==> src/rtl/fragment_span_generator.sv <==
// Walks a triangle bounding box in LANES-wide groups, evaluates three edge
// functions per lane, and queues covered groups in an output FIFO.
module fragment_span_generator #(
  parameter int LANES   = 4,
  parameter int EW      = 32,
  parameter int CW      = 16,
  parameter int LG_FIFO = 3
) (
  input  logic                clk,
  input  logic                rst,
  input  logic                start,
  input  logic                abort,
  input  logic                emit_all,
  input  logic [CW-1:0]       xmin,
  input  logic [CW-1:0]       xmax,
  input  logic [CW-1:0]       ymin,
  input  logic [CW-1:0]       ymax,
  input  logic [EW-1:0]       e0_init,
  input  logic [EW-1:0]       e1_init,
  input  logic [EW-1:0]       e2_init,
  input  logic [EW-1:0]       e0_dx,
  input  logic [EW-1:0]       e1_dx,
  input  logic [EW-1:0]       e2_dx,
  input  logic [EW-1:0]       e0_dy,
  input  logic [EW-1:0]       e1_dy,
  input  logic [EW-1:0]       e2_dy,
  input  logic                frag_ready,
  output logic                frag_valid,
  output logic [CW-1:0]       frag_x,
  output logic [CW-1:0]       frag_y,
  output logic [LANES-1:0]    frag_mask,
  output logic [LANES*EW-1:0] frag_w0,
  output logic [LANES*EW-1:0] frag_w1,
  output logic [LANES*EW-1:0] frag_w2,
  output logic                busy,
  output logic                done
);

  localparam int DEPTH = 1 << LG_FIFO;

  typedef enum logic [1:0] {
    IDLE, SETUP, SPAN, DONE
  } state_t;

  state_t state_q, state_d;

  logic          emit_q;
  logic [CW-1:0] xmin_q, xmax_q, ymax_q;
  logic [CW-1:0] x_q, y_q;

  logic [EW-1:0] init_v [3];
  logic [EW-1:0] dx_v   [3];
  logic [EW-1:0] dy_v   [3];
  logic [EW-1:0] dx_q   [3];
  logic [EW-1:0] dy_q   [3];
  logic [EW-1:0] row_q  [3];
  logic [EW-1:0] cur_q  [3];
  logic [EW-1:0] str_q  [3];
  logic [EW-1:0] off_q  [3][LANES];
  logic [EW-1:0] lane_e [3][LANES];

  logic [LANES*EW-1:0] wvec [3];
  logic [LANES-1:0]    mask;

  logic x_fits, empty_box;
  logic full, empty, push, pop, adv;
  logic [LG_FIFO:0] wp_q, rp_q;

  always_comb begin
    init_v[0] = e0_init;
    init_v[1] = e1_init;
    init_v[2] = e2_init;
    dx_v[0]   = e0_dx;
    dx_v[1]   = e1_dx;
    dx_v[2]   = e2_dx;
    dy_v[0]   = e0_dy;
    dy_v[1]   = e1_dy;
    dy_v[2]   = e2_dy;
  end

  // CW+1 bit compares so a box ending at the top coordinate cannot wrap
  assign x_fits = ({1'b0, x_q} + (CW+1)'(LANES))
                  <= {1'b0, xmax_q};
  assign empty_box = (x_q > xmax_q) || (y_q > ymax_q);

  always_comb begin
    mask = '0;
    for (int k = 0; k < 3; k++) begin
      wvec[k] = '0;
      for (int i = 0; i < LANES; i++) begin
        lane_e[k][i] = cur_q[k] + off_q[k][i];
        wvec[k][i*EW +: EW] = lane_e[k][i];
      end
    end
    for (int i = 0; i < LANES; i++) begin
      mask[i] = !lane_e[0][i][EW-1]
             && !lane_e[1][i][EW-1]
             && !lane_e[2][i][EW-1]
             && (({1'b0, x_q} + (CW+1)'(i))
                 <= {1'b0, xmax_q});
    end
  end

  always_ff @(posedge clk) begin
    if (!rst) state_q <= IDLE;
    else      state_q <= state_d;
  end

  always_comb begin
    state_d = state_q;
    adv     = 1'b0;
    push    = 1'b0;
    unique case (state_q)
      IDLE: if (start) state_d = SETUP;
      SETUP: begin
        if (abort || empty_box) state_d = DONE;
        else                    state_d = SPAN;
      end
      SPAN: begin
        if (abort) begin
          state_d = DONE;
        end else if (!full) begin
          adv  = 1'b1;
          push = emit_q || (mask != '0);
          if (!x_fits && (y_q == ymax_q))
            state_d = DONE;
        end
      end
      DONE: state_d = IDLE;
      default: state_d = IDLE;
    endcase
  end

  always_ff @(posedge clk) begin
    if (!rst) begin
      emit_q <= 1'b0;
      xmin_q <= '0;
      xmax_q <= '0;
      ymax_q <= '0;
      x_q    <= '0;
      y_q    <= '0;
      for (int k = 0; k < 3; k++) begin
        dx_q[k]  <= '0;
        dy_q[k]  <= '0;
        row_q[k] <= '0;
        cur_q[k] <= '0;
        str_q[k] <= '0;
        for (int i = 0; i < LANES; i++)
          off_q[k][i] <= '0;
      end
    end else begin
      unique case (state_q)
        IDLE: if (start) begin
          emit_q <= emit_all;
          xmin_q <= xmin;
          xmax_q <= xmax;
          ymax_q <= ymax;
          x_q    <= xmin;
          y_q    <= ymin;
          for (int k = 0; k < 3; k++) begin
            dx_q[k]  <= dx_v[k];
            dy_q[k]  <= dy_v[k];
            row_q[k] <= init_v[k];
            cur_q[k] <= init_v[k];
          end
        end
        SETUP: begin
          for (int k = 0; k < 3; k++) begin
            str_q[k] <= EW'(LANES) * dx_q[k];
            for (int i = 0; i < LANES; i++)
              off_q[k][i] <= EW'(i) * dx_q[k];
          end
        end
        SPAN: if (adv) begin
          if (x_fits) begin
            x_q <= x_q + CW'(LANES);
            for (int k = 0; k < 3; k++)
              cur_q[k] <= cur_q[k] + str_q[k];
          end else if (y_q != ymax_q) begin
            x_q <= xmin_q;
            y_q <= y_q + 1'b1;
            for (int k = 0; k < 3; k++) begin
              row_q[k] <= row_q[k] + dy_q[k];
              cur_q[k] <= row_q[k] + dy_q[k];
            end
          end
        end
        default: ;
      endcase
    end
  end

  logic [CW-1:0]       fx_m [DEPTH];
  logic [CW-1:0]       fy_m [DEPTH];
  logic [LANES-1:0]    fm_m [DEPTH];
  logic [LANES*EW-1:0] w0_m [DEPTH];
  logic [LANES*EW-1:0] w1_m [DEPTH];
  logic [LANES*EW-1:0] w2_m [DEPTH];

  assign empty = (wp_q == rp_q);
  assign full  = (wp_q[LG_FIFO] != rp_q[LG_FIFO])
              && (wp_q[LG_FIFO-1:0] == rp_q[LG_FIFO-1:0]);
  assign pop   = frag_ready && !empty;

  always_ff @(posedge clk) begin
    if (!rst) begin
      wp_q <= '0;
      rp_q <= '0;
    end else begin
      if (push) wp_q <= wp_q + 1'b1;
      if (pop)  rp_q <= rp_q + 1'b1;
    end
  end

  always_ff @(posedge clk) begin
    if (push) begin
      fx_m[wp_q[LG_FIFO-1:0]] <= x_q;
      fy_m[wp_q[LG_FIFO-1:0]] <= y_q;
      fm_m[wp_q[LG_FIFO-1:0]] <= mask;
      w0_m[wp_q[LG_FIFO-1:0]] <= wvec[0];
      w1_m[wp_q[LG_FIFO-1:0]] <= wvec[1];
      w2_m[wp_q[LG_FIFO-1:0]] <= wvec[2];
    end
  end

  assign frag_valid = !empty;
  assign frag_x     = fx_m[rp_q[LG_FIFO-1:0]];
  assign frag_y     = fy_m[rp_q[LG_FIFO-1:0]];
  assign frag_mask  = fm_m[rp_q[LG_FIFO-1:0]];
  assign frag_w0    = w0_m[rp_q[LG_FIFO-1:0]];
  assign frag_w1    = w1_m[rp_q[LG_FIFO-1:0]];
  assign frag_w2    = w2_m[rp_q[LG_FIFO-1:0]];
  assign busy       = (state_q != IDLE);
  assign done       = (state_q == DONE);

endmodule

==> config.mk <==
export PLATFORM = sky130hd
export DESIGN_NAME = fragment_span_generator
export DESIGN_NICKNAME = d
export VERILOG_FILES = /design/src/rtl/fragment_span_generator.sv
export SDC_FILE = /design/constraint.sdc
export NUM_CORES = 2
export LEC_CHECK = 0
export CAP_MARGIN = 20
export CORE_UTILIZATION = 31
export CTS_BUF_LIST = sky130_fd_sc_hd__clkbuf_16
export DETAILED_ROUTE_END_ITERATION = 8
export GPL_ROUTABILITY_DRIVEN = 0
export SYNTH_ARGS = -nofsm -noshare
export SYNTH_HDL_FRONTEND = slang
export SYNTH_MEMORY_MAX_BITS = 65536
export SYNTH_SLANG_ARGS = --single-unit
export TNS_END_PERCENT = 5
==> constraint.sdc <==
create_clock -name clk -period 48.3 [get_ports clk]
set_input_delay 7.245 -clock clk [delete_from_list [all_inputs] [get_ports clk]]
set_output_delay 7.245 -clock clk [all_outputs]
set_load 0.01 [all_outputs]
==> impl_metrics.toml <==
[setup_path]
cp.required_ns = 41.06
slowest_delay_ns = 0.88
crit_slowest_cell = "buf_4"
cp_common_cell = "buf_4"
cp_cell_sequence = "buf_4 -> buf_4 -> buf_4 -> buf_4 -> buf_4 -> buf_4 -> mux4_2 -> mux2_2 -> clkdlybuf4s50_1"
worstSetupEndpointType = "output port"
arrival_ns = 7.86
critPathKind = "flop to output port"
crit_fanout = 66
start_kind = "flop"

[sta]
rsz0062_at_grt = "no"
max_freq_mhz = 66.2
drv_slew = 0
clock_skew_ns = 0.137
finalHoldViolCount = 0
fin_setup_tns_ns = 0
period_share_pct = 31.3
whs_ns = 0.470
slew_headroom_pct = 16.2
setup_violations = 0
tightest_slew_ns = 1.25
min_period_ns = 15.11

[cts]
ctsHoldBuffers = 0
clk_pin_slew_worst_paths_ns = 0.06
post_cts_resized = 0
postCtsSetupRepairBufs = 0
clockBufferDepth = 4
cts.sinks = 3979
cts_made_buffers = 427
tritoncts = "done"
htree_num_levels = 5
root_buffer = "clkbuf_16"
clk_latency_ns = 1.10

[pwr]
p_leak_nw = 71.4
vdd_drop_max_mv = 0.0340
power_mw = 12.0
pwr_density_cell_nw_per_um2 = 56.9

[logic_synthesis]
synth_edf_count = 3885
synth_nets = 11770
synth_cell_types = 93
synth_ff_type = "edfxtp_1"
netlist_area_um2 = 178000
synthArstFlopShare_pct = 0
avgSynthCellArea_um2 = 16.6
yosys_warnings = 0
ys_seq_area_share_pct = 66.4
ys_ff_latch = 3979
syn_inst = 10747

[floorplan]
initial_utilization_pct = 31.1
rows = 278
die_w_um = 761
io_pins = 781
core_um2 = 573000
dieArea_um2 = 579000
die_h_um = 761

[drt]
drt_iter0_markers = 10645
drc = 0
first_pass_iters = 5
vias_per_cell = 5.26
drtAntennaViolNets = 0
dr_total_vias = 103856
wire_per_inst_um = 28.3
wl_um = 559000

[layout]
fillers = 53343
final_cell_mix = "edfxtp_1 (3885), mux4_2 (828), clkdlybuf4s50_1 (779)"
drive_above_1_share_pct = 18.0
layout_commonest_cell = "edfxtp_1"
multi_input_area_um2 = 57700
stdcell_count = 19732
syn2layout_area_growth_pct = 17.7
regArea_um2 = 119000
layout.nets = 12772

[global_routing]
grt-ovfl-total = 0
grt_pass1_vias = 100978
track_usage_pct = 18.6
grt_antenna_before_repair = 152
grt_pass1_wl_um = 778000
grt_max_degree = 129

[placed_design]
hpwl_um = 384000
dp_cells = 18869
port_buffers = 780

[min_path]
hold_class = "flop to flop"

[run_status]
status = "finished clean"

[run]
maxCapViolCount = 0
[per-layer routing]
metal	routed length, µm	vias up	track usage, %
met5	267	-	0
met4	19400	44	5.90
met3	41800	848	3.27
met2	258000	3825	29.7
met1	239000	54091	25.9
li1	-	45048	-
[cells in the mapped netlist (all sizes together) (13+ instances only)]
cell type | count | area share [%]
nand2 | 349 | 0.73
o21bai | 67 | 0.28
a211oi | 78 | 0.33
a31o | 19 | 0.093
edfxtp | 3885 | 65
and3 | 145 | 0.51
a211o | 18 | 0.088
mux2 | 427 | 2.7
a221oi | 13 | 0.071
xnor2 | 331 | 1.6
a21o | 242 | 1.0
mux2i | 29 | 0.16
a2111oi | 17 | 0.094
dfxtp | 94 | 1.1
nor2 | 516 | 1.1
xor2 | 180 | 0.88
nand4 | 53 | 0.19
fa | 18 | 0.20
clkbuf | 294 | 0.62
a31oi | 57 | 0.20
mux4 | 828 | 10
inv | 220 | 0.46
a311oi | 34 | 0.17
or2 | 17 | 0.060
o21a | 96 | 0.40
nor3 | 105 | 0.30
a22o | 24 | 0.12
o22ai | 16 | 0.056
o211ai | 31 | 0.13
a21boi | 25 | 0.11
nor4 | 21 | 0.074
o21ai | 421 | 1.2
nor2b | 67 | 0.23
buf | 136 | 0.32
and4 | 14 | 0.069
o31ai | 22 | 0.093
ha | 647 | 4.5
nand2b | 108 | 0.38
and2 | 223 | 0.78
a21oi | 497 | 1.4
nand3 | 181 | 0.51
or3 | 29 | 0.10
[logic make-up (layout without fill, tap and decap cells)]
| group | count (synthesis) | count (layout) | share of synthesized area [%] |
|---|---|---|---|
| muxes | 1284 | 1284 | 13.3 |
| xor gates and xnor gates | 511 | 511 | 2.51 |
| other | 0 | 73 | 0 |
| AOI/OAI and AO/OA | 1795 | 1795 | 6.45 |
| adders and majority gates | 665 | 665 | 4.74 |
| DFF | 3979 | 3979 | 66.4 |
| and+or+nand+nor | 1863 | 1863 | 5.19 |
| buffers and inverters | 650 | 2002 | 1.40 |
[final timing paths]
kind	start	endpoint	slack [ns]	depth (start not counted)
min	xmin_q[5]$_SDFFE_PN0P_	xmin_q[5]$_SDFFE_PN0P_	0.47	1
min reg2reg	xmin_q[5]$_SDFFE_PN0P_	xmin_q[5]$_SDFFE_PN0P_	0.47	1
max	flop	frag_w1[89]	33.19	9
max reg2reg	x_q[2]$_SDFFE_PN0P_	w1_m[7][108]$_DFFE_PP_	37.57	23
[critical path, delay by kind of cell (launching register included)]
family | cells | cell delay [ns]
muxes | 2 | 0.72
buffers and inverters | 7 | 5.11
DFF | 1 | 0.56
[sequential cells by signal (all words and copies together), names as in the netlist, 32 cells and up, named ones only]
signal	count
off_q	129
w2_m	1008
cur_q	96
fx_m	128
row_q	96
w0_m	1008
w1_m	1008
fy_m	128
dy_q	96
dx_q	96
str_q	60
fm_m	32
[where the power goes]
group / internal, mW / leakage, nW / switching, mW
Clock: 1.80 / 6.99 / 1.42
Combinational: 1.31 / 27.5 / 2.40
Sequential: 4.72 / 36.9 / 0.310
[cell type report]
| class | count | share of cell area (%) |
|---|---|---|
| Tap cell | 7560 | 4.50 |
| Clock buffer | 428 | 5.10 |
| Sequential cell | 3979 | 56.4 |
| Multi-Input combinational cell | 6118 | 27.5 |
| Clock inverter | 351 | 1.46 |
| Timing Repair Buffer | 1003 | 4.59 |
| Antenna cell | 73 | 0.0869 |
| Inverter | 220 | 0.396 |
[through the flow]
stage          worst slack [ns]  area, µm²  utilization (%)
2_1_floorplan            -0.580     179000                -
3_3_place_gp              34.31     196000             34.2
3_5_place_dp              34.29     196000             34.2
4_1_cts                   33.05     210000             36.6
5_1_grt                   32.85     210000             36.6
6_report                  33.19     210000             36.7
No activity file was read; power rests on OpenSTA's default activity.
